===== config.mk =====
export PLATFORM = sky130hd
export DESIGN_NAME = seg_display_driver
export DESIGN_NICKNAME = d
export VERILOG_FILES = /design/src/rtl/seg_display_driver.sv
export SDC_FILE = /design/constraint.sdc
export NUM_CORES = 1
export LEC_CHECK = 0
export CORE_UTILIZATION = 50
export DETAILED_ROUTE_END_ITERATION = 8
export PLACE_DENSITY = 0.69
export SLEW_MARGIN = 10
export SYNTH_ARGS = -nofsm -noshare
export SYNTH_HDL_FRONTEND = slang
export SYNTH_SLANG_ARGS = --single-unit

===== constraint.sdc =====
create_clock -name clk -period 7.5 [get_ports clk]
set_input_delay 1.5 -clock clk [delete_from_list [all_inputs] [get_ports clk]]
set_output_delay 1.5 -clock clk [all_outputs]
set_load 0.005 [all_outputs]

===== src/rtl/seg_display_driver.sv =====
// seg_display_driver: converts a 20-bit result to 7 BCD digits and scans them, plus an operator glyph, onto an 8-digit 7-segment display.
// Latency: one commit every 22 cycles (snapshot, 20 shifts, commit); each digit is lit for SCAN_DIV cycles.
// Backpressure: none; inputs are sampled once per conversion, and input changes made while a conversion is running are ignored.
//
// Ports:
//   clk, rst          rising-edge clock, synchronous active-high reset
//   display_number    unsigned value to show (0..1048575)
//   display_sign      operator code: 0 add, 1 minus, 2 mul, 3 div, 4 reset, 5 equal, 6/7 none
//   seg               active-low segments {dp,g,f,e,d,c,b,a}
//   dig               active-low one-hot digit enables, dig[0] rightmost
//   conv_done         one-cycle pulse when a new BCD result is committed
// Optional feature: define LEADING_ZERO_BLANK_EN to blank leading zeros on digits 1..6.

module seg_display_driver #(
  parameter int unsigned SCAN_DIV = 50000
) (
  input  logic        clk,
  input  logic        rst,
  input  logic [19:0] display_number,
  input  logic [2:0]  display_sign,
  output logic [7:0]  seg,
  output logic [7:0]  dig,
  output logic        conv_done
);

  localparam int CW = (SCAN_DIV > 2) ? $clog2(SCAN_DIV) : 1;

  typedef enum logic [1:0] {S_IDLE, S_SHIFT, S_COMMIT} state_t;

  state_t         state_q, state_d;
  logic [4:0]     cnt_q, cnt_d;
  logic [19:0]    bin_q, bin_d;
  logic [27:0]    bcd_q, bcd_d;
  logic [2:0]     sign_snap_q, sign_snap_d;
  logic [27:0]    bcd_out_q, bcd_out_d;
  logic [2:0]     sign_out_q, sign_out_d;
  logic           conv_done_q, conv_done_d;
  logic [CW-1:0]  scan_cnt_q, scan_cnt_d;
  logic [2:0]     idx_q, idx_d;
  logic [7:0]     seg_q, seg_d;
  logic [7:0]     dig_q, dig_d;

  logic [27:0]    adj;
  logic [27:0]    nib_sh;
  logic [7:0]     blank;

  function automatic logic [7:0] digit_code(input logic [3:0] n);
    case (n)
      4'd0: digit_code = 8'hC0;
      4'd1: digit_code = 8'hF9;
      4'd2: digit_code = 8'hA4;
      4'd3: digit_code = 8'hB0;
      4'd4: digit_code = 8'h99;
      4'd5: digit_code = 8'h92;
      4'd6: digit_code = 8'h82;
      4'd7: digit_code = 8'hF8;
      4'd8: digit_code = 8'h80;
      4'd9: digit_code = 8'h90;
      default: digit_code = 8'hFF;
    endcase
  endfunction

  function automatic logic [7:0] sign_code(input logic [2:0] s);
    case (s)
      3'b000: sign_code = 8'h88;
      3'b001: sign_code = 8'hBF;
      3'b010: sign_code = 8'h89;
      3'b011: sign_code = 8'hA1;
      3'b100: sign_code = 8'hAF;
      3'b101: sign_code = 8'hB7;
      default: sign_code = 8'hFF;
    endcase
  endfunction

  // Conversion FSM: double-dabble over {bcd, bin}, one bit per SHIFT cycle.
  always_comb begin
    state_d     = state_q;
    cnt_d       = cnt_q;
    bin_d       = bin_q;
    bcd_d       = bcd_q;
    sign_snap_d = sign_snap_q;
    bcd_out_d   = bcd_out_q;
    sign_out_d  = sign_out_q;
    conv_done_d = 1'b0;
    adj         = bcd_q;
    case (state_q)
      S_IDLE: begin
        bin_d       = display_number;
        sign_snap_d = display_sign;
        bcd_d       = '0;
        cnt_d       = '0;
        state_d     = S_SHIFT;
      end
      S_SHIFT: begin
        for (int i = 0; i < 7; i++) begin
          if (adj[4*i +: 4] >= 4'd5) adj[4*i +: 4] = adj[4*i +: 4] + 4'd3;
        end
        {bcd_d, bin_d} = {adj[26:0], bin_q, 1'b0};
        if (cnt_q == 5'd19) state_d = S_COMMIT;
        else                cnt_d   = cnt_q + 5'd1;
      end
      S_COMMIT: begin
        bcd_out_d   = bcd_q;
        sign_out_d  = sign_snap_q;
        conv_done_d = 1'b1;
        state_d     = S_IDLE;
      end
      default: state_d = S_IDLE;
    endcase
  end

  // Scanner: seg and dig are registered together on each digit advance.
  always_comb begin
    scan_cnt_d = scan_cnt_q + CW'(1);
    idx_d      = idx_q;
    seg_d      = seg_q;
    dig_d      = dig_q;

    // blank[k]: nibbles k..6 of the committed value are all zero.
    blank = '0;
`ifdef LEADING_ZERO_BLANK_EN
    blank[6] = (bcd_out_q[27:24] == 4'd0);
    for (int k = 5; k >= 1; k--) begin
      blank[k] = blank[k+1] && (bcd_out_q[4*k +: 4] == 4'd0);
    end
`endif

    if (scan_cnt_q == CW'(SCAN_DIV - 1)) begin
      scan_cnt_d = '0;
      idx_d      = idx_q + 3'd1;
    end
    nib_sh = bcd_out_q >> {idx_d, 2'b00};

    if (scan_cnt_q == CW'(SCAN_DIV - 1)) begin
      dig_d = ~(8'b1 << idx_d);
      if (idx_d == 3'd7)   seg_d = sign_code(sign_out_q);
      else if (blank[idx_d]) seg_d = 8'hFF;
      else                 seg_d = digit_code(nib_sh[3:0]);
    end
  end

  always_ff @(posedge clk) begin
    if (rst) begin
      state_q     <= S_IDLE;
      cnt_q       <= '0;
      bin_q       <= '0;
      bcd_q       <= '0;
      sign_snap_q <= 3'b111;
      bcd_out_q   <= '0;
      sign_out_q  <= 3'b111;
      conv_done_q <= 1'b0;
      scan_cnt_q  <= '0;
      idx_q       <= 3'd7;
      seg_q       <= 8'hFF;
      dig_q       <= 8'hFF;
    end else begin
      state_q     <= state_d;
      cnt_q       <= cnt_d;
      bin_q       <= bin_d;
      bcd_q       <= bcd_d;
      sign_snap_q <= sign_snap_d;
      bcd_out_q   <= bcd_out_d;
      sign_out_q  <= sign_out_d;
      conv_done_q <= conv_done_d;
      scan_cnt_q  <= scan_cnt_d;
      idx_q       <= idx_d;
      seg_q       <= seg_d;
      dig_q       <= dig_d;
    end
  end

  assign seg       = seg_q;
  assign dig       = dig_q;
  assign conv_done = conv_done_q;

endmodule


# == Yosys cells after proc, flatten, opt, wreduce, memory -nomap -nowiden ==
# Memories as Yosys holds them, arrays and structs flattened.
# Cells that the tools add are included.
# word_totals
regBits,125
mem_bits_ro,120
output_inout_bits,17
elab_cells,71
mem_count,2
# op_classes
addsub,10
order_cmp,8
eq_ne,12
shift,2
n_mux,19
bitwise,1
n_reduce_logical,5
# memory_table
memory,words,word_bits,read_ports,rd_clocked_by_memory_dff,wr,line_no,text
(name not given),16,7,1,0,0,48,case (n)
(name not given),8,1,1,0,0,137,else if (blank[idx_d]) seg_d = 8'hFF;
# op_table
operator,count
case mux 28 bit (2 select lines),1
case mux 7 bit (6 select lines),1
case mux 20 bit (2 select lines),1
">= comparator 4 x 3 -> 1 bit, second input constant",7
right shift 28 x 5 -> 4 bit,1
"adder 4 x 2 -> 4 bit, second input constant",6
2-to-1 mux 4 bit,6
"adder 16 x 1 -> 16 bit, second input constant",1
"equality test 16 bit, second input constant",1
2-to-1 mux 8 bit,2
case mux 5 bit (2 select lines),1
"equality test 3 bit, second input constant",3
NOT 8 bit,1
"<< shifter 1 x 3 -> 8 bit, first input constant",1
"equality test 3 x 2 -> 1 bit, second input constant",2
2-to-1 mux 3 bit,2
"adder 5 x 1 -> 5 bit, second input constant",1
"equality test 5 bit, second input constant",1
2-to-1 mux 5 bit,1
"< comparator 3 x 4 -> 1 bit, second input constant",1
"!= test 2 bit, second input constant",2
case mux 2 bit (2 select lines),1
"adder 3 x 1 -> 3 bit, second input constant",1
"adder 3 x 2 -> 3 bit, second input constant",1
10 further kinds,11

# == Depth between registers and ports, before layout ==
# logic_depth
word_depth,6
ltp_mapped,12
depth_no_buf,11

# == Worst setup path after synthesis ==
# Ideal clock, no wire load.
# synth_path
path_type,flip-flop to flip-flop
start,register scan_cnt_q[7]
end,register seg_q[1] (netlist: seg[1])
arrival_ns,3.080
required_time_ns,7.378
setup_slack_ns,4.298
path_stages_with_launch,12
path_buffers,1
synth_period_minus_slack_ns,3.202
path_cell_list,dfxtp_1 or4b_4 nor4_4 buf_4 mux2_2 a222oi_1 and3_1 nor2_1 ha_1 nand2_1 a21oi_1 o32a_1
# synth_between
elab_chain_len,6
word_cells_on_any_way,9
# synth_rtl
item,line_no,text
start: declaration,38,"logic [CW-1:0] scan_cnt_q, scan_cnt_d;"
start signal: assignment,165,scan_cnt_q <= scan_cnt_d;
equality test 16 bit *,"128, 134",
2-to-1 mux 3 bit,128,if (scan_cnt_q == CW'(SCAN_DIV - 1)) begin
right shift 28 x 5 -> 4 bit / memory (8 x 1 bit) (equally long branches),--,
memory (16 x 7 bit) / 2-to-1 mux 1 bit (equally long branches),--,
2-to-1 mux 8 bit,137,
2-to-1 mux 8 bit,136,if (idx_d == 3'd7) seg_d = sign_code(sign_out_q);
end signal: assignment,167,seg_q <= seg_d;
end: declaration,40,"logic [7:0] seg_q, seg_d;"
# Mark *: on every way between the ends. The rest lies on a longest branch, timed or not. The select of a mux whose other input is x is not followed.
# A chain may end at the register's enable or synchronous reset.

# == Final worst setup path ==
# Same ends and word-level chain as after synthesis.

==> results.sh <==
export IMPL_min_path_cells=1
export IMPL_cp_data_required_time_ps=7800
export IMPL_max_cap_viol_count=0
export IMPL_synth_top_flop_cell="dfxtp_1"
export IMPL_ir_drop_mv=0.121
export IMPL_drt_iter0_markers=389
export IMPL_cp_slowest_stage_delay_ps=960
export IMPL_hold_viol_final=0
export IMPL_grt_first_pass_wirelength_um=22800
export IMPL_cp_top_family="simple AND/OR/NAND/NOR gates"
export IMPL_seq_area_frac_synth_pct=40.9
export IMPL_reg2reg_setup_slack_ps=3570
export IMPL_clkTransAtPathRegs_ps=50
export IMPL_cts_max_path_buffers=2
export IMPL_numPortBuffers=40
export IMPL_clockRootBuffer="clkbuf_16"
export IMPL_fin_util_pct=60.6
export IMPL_dr_total_vias=5186
export IMPL_design_area_um2=7040
export IMPL_die_x_um=112
export IMPL_grtUsageTotal_pct=22.6
export IMPL_start_util_pct=52.2
export IMPL_rsz0062_at_grt="false"
export IMPL_worstSetupStartpointType="register"
export IMPL_cts_buffers=17
export IMPL_final_layout_size_suffix_gt1_share_pct=6.39
export IMPL_drcViolationCount=5
export IMPL_worstSkewPairLatency_ps=420
export IMPL_antenna_left=0
export IMPL_cp_max_fo=21
export IMPL_ys_ff_latch=124
export IMPL_critPathBufInv=0
export IMPL_wl_per_cell_um=14.6
export IMPL_slew_headroom_pct=21.4
export IMPL_num_fill_cells=1025
export IMPL_cp_arrival_ps=4230
export IMPL_syn_area_per_cell_um2=8.24
export IMPL_worstMarginPinSlew_ps=1170
export IMPL_antenna_found_initial=0
export IMPL_grt_pass1_vias=4898
export IMPL_antenna_cells=0
export IMPL_setup_viol=0
export IMPL_reg2regPathDepth=10
export IMPL_yosysUniqueCellTypes=60
export IMPL_worstSetupPathDepth=10
export IMPL_fin_tns_setup_ps=0
export IMPL_holdWs_ps=447
export IMPL_final_cell_count_no_fill=910
export IMPL_slowest_stage="nor4_4"
export IMPL_first_pass_iters=9
export IMPL_critPathCaptureType="register"
export IMPL_cellPowerDensity_nw_per_um2=216
export IMPL_synth_top_area_share_pct=40.9
export IMPL_grt_max_degree=111
export IMPL_core_area_um2=11600
export IMPL_final_cell_mix="dfxtp_1, nand2_1, nor2_1"
export IMPL_worstSetupPathType="register to register"
export IMPL_report_final_slew_viol_count=0
export IMPL_dpl_cell_area_um2=6490
export IMPL_finalCriticalPeriod_ps=3930
export IMPL_synthArstFlopShare_pct=0
export IMPL_cts_sinks=124
export IMPL_fin_crit_sh_pct=52.4
export IMPL_synth_edf_count=0
export IMPL_drt_wl_total_um=13300
export IMPL_post_cts_buffers=0
export IMPL_crit_chain="or4b_4 -> nor4_4 -> mux2_2 -> a222oi_1 -> and3_1 -> nor2_1 -> ha_1 -> nand2_1 -> a21oi_1 -> o32a_1"
export IMPL_layout_commonest_cell="dfxtp_1"
export IMPL_leakagePower_nw=2.63
export IMPL_yosysTopAreaCell="dfxtp_1"
export IMPL_ys_top_cells_by_area="dfxtp_1, a21oi_1, nand2_1"
export IMPL_yosysWarnings=0
export IMPL_place_congestion=0.919
export IMPL_die_h_um=112
export IMPL_grt_overflow_total=0
export IMPL_htreeDepth=4
export IMPL_violations="DRC"
export IMPL_syn_area_um2=6060
export IMPL_synth_fp_nets=779
export IMPL_ios=42
export IMPL_fmax_mhz=255
export IMPL_hp_class="register to register"
export IMPL_fin_skew_ps=7.01
export IMPL_final_nets=797
export IMPL_place_inst=878
export IMPL_area_delta_synth_final_pct=16.1
export IMPL_cts_hold_buf=0
export IMPL_rows=39
export IMPL_status="finished, violations left"
export IMPL_netlist_instances=736
export IMPL_die_area_um2=12600
export IMPL_tritoncts="done"
export IMPL_hpwl_um=8760
export IMPL_vias_per_cell=5.70
export IMPL_ctsResizeCount=0
final cells by class:
type / instances / area (um2) / area share [%]
Sequential cell: 124 / 2480 / 35.3
Inverter: 15 / 56.3 / 0.800
Multi-Input combinational cell: 553 / 3350 / 47.5
Clock inverter: 8 / 92.6 / 1.32
Timing Repair Buffer: 43 / 420 / 5.97
Clock buffer: 24 / 462 / 6.56
Tap cell: 143 / 179 / 2.54
cells by family (layout without fill, tap and decap cells):
kind of cell	count (synthesis)	in the layout	share of synthesized area, %
other	1	1	0.0618
muxes	36	36	6.03
and+or+nand+nor	302	302	24.1
buffers and inverters	59	90	3.90
DFF	124	124	40.9
xor gates and xnor gates	28	28	4.17
adders and majority gates	18	18	3.71
AOI/OAI and AO/OA	168	168	17.0
registers in the layout (all words and copies together) (netlist names):
register and cells:
cnt_q 5, dig 8, idx_q 3, conv_done 1
bin_q 20, bcd_q 28, scan_cnt_q 16, sign_snap_q 3
state_q 2, sign_out_q 3, bcd_out_q 28, seg 7
worst reg2reg max path, stage by stage (launching register included):
cell	delay (ps)
dfxtp_1	330
or4b_4	600
nor4_4	960
mux2_2	440
a222oi_1	350
and3_1	290
nor2_1	120
ha_1	300
nand2_1	70
a21oi_1	60
o32a_1	300
power by group:
group | total (W) | switching [W] | leakage (nW) | internal (W)
Combinational | 0.0000681 | 0.0000365 | 1.36 | 0.0000316
Sequential | 0.000677 | 0.00000636 | 1.01 | 0.000671
Clock | 0.000773 | 0.000279 | 0.272 | 0.000494
worst paths after layout:
check,startpoint,end
worst max-delay path,scan_cnt_q[7],seg[1]
worst min register to register,scan_cnt_q[0],scan_cnt_q[0]
worst max register to register,scan_cnt_q[7],seg[1]
worst min-delay path,scan_cnt_q[0],scan_cnt_q[0]
per-stage QoR:
step                setup WS, ps  power [W]
detailed placement          3590   0.000760
global route                3210    0.00157
CTS                         3550    0.00153
finish                      3570    0.00152
global placement            3710   0.000757
floorplan                   4300   0.000737
synth_stat cells (2+ instances only):
| library cell | instances |
|---|---|
| o22ai_1 | 6 |
| a211o_1 | 4 |
| clkbuf_1 | 37 |
| nand2_1 | 97 |
| mux2i_1 | 32 |
| a222oi_1 | 2 |
| nor2_1 | 95 |
| o21ai_0 | 30 |
| xnor2_1 | 13 |
| and2_1 | 7 |
| a21o_1 | 3 |
| inv_1 | 15 |
| nand3b_1 | 7 |
| o211ai_1 | 2 |
| dfxtp_1 | 124 |
| mux2_2 | 4 |
| nor4_4 | 2 |
| a221o_1 | 4 |
| nand4bb_1 | 2 |
| nand4b_1 | 2 |
| nand2b_1 | 22 |
| and3_1 | 7 |
| nor3_1 | 13 |
| xor2_1 | 14 |
| nand3_1 | 16 |
| a211oi_1 | 2 |
| nand4_1 | 2 |
| or3_1 | 5 |
| buf_1 | 4 |
| nor3b_1 | 10 |
| buf_4 | 2 |
| nor2b_1 | 9 |
| ha_1 | 18 |
| a22oi_1 | 17 |
| a21oi_1 | 82 |
metal layers:
layer	vias to the layer above	wire length (um)	track usage (%)
li1	2585	-	-
met1	2463	6260	28.8
met2	117	6160	36.4
met3	21	594	5.94
met4	0	274	9.51
met5	-	0	0
Power figures use the tool's default switching activity.
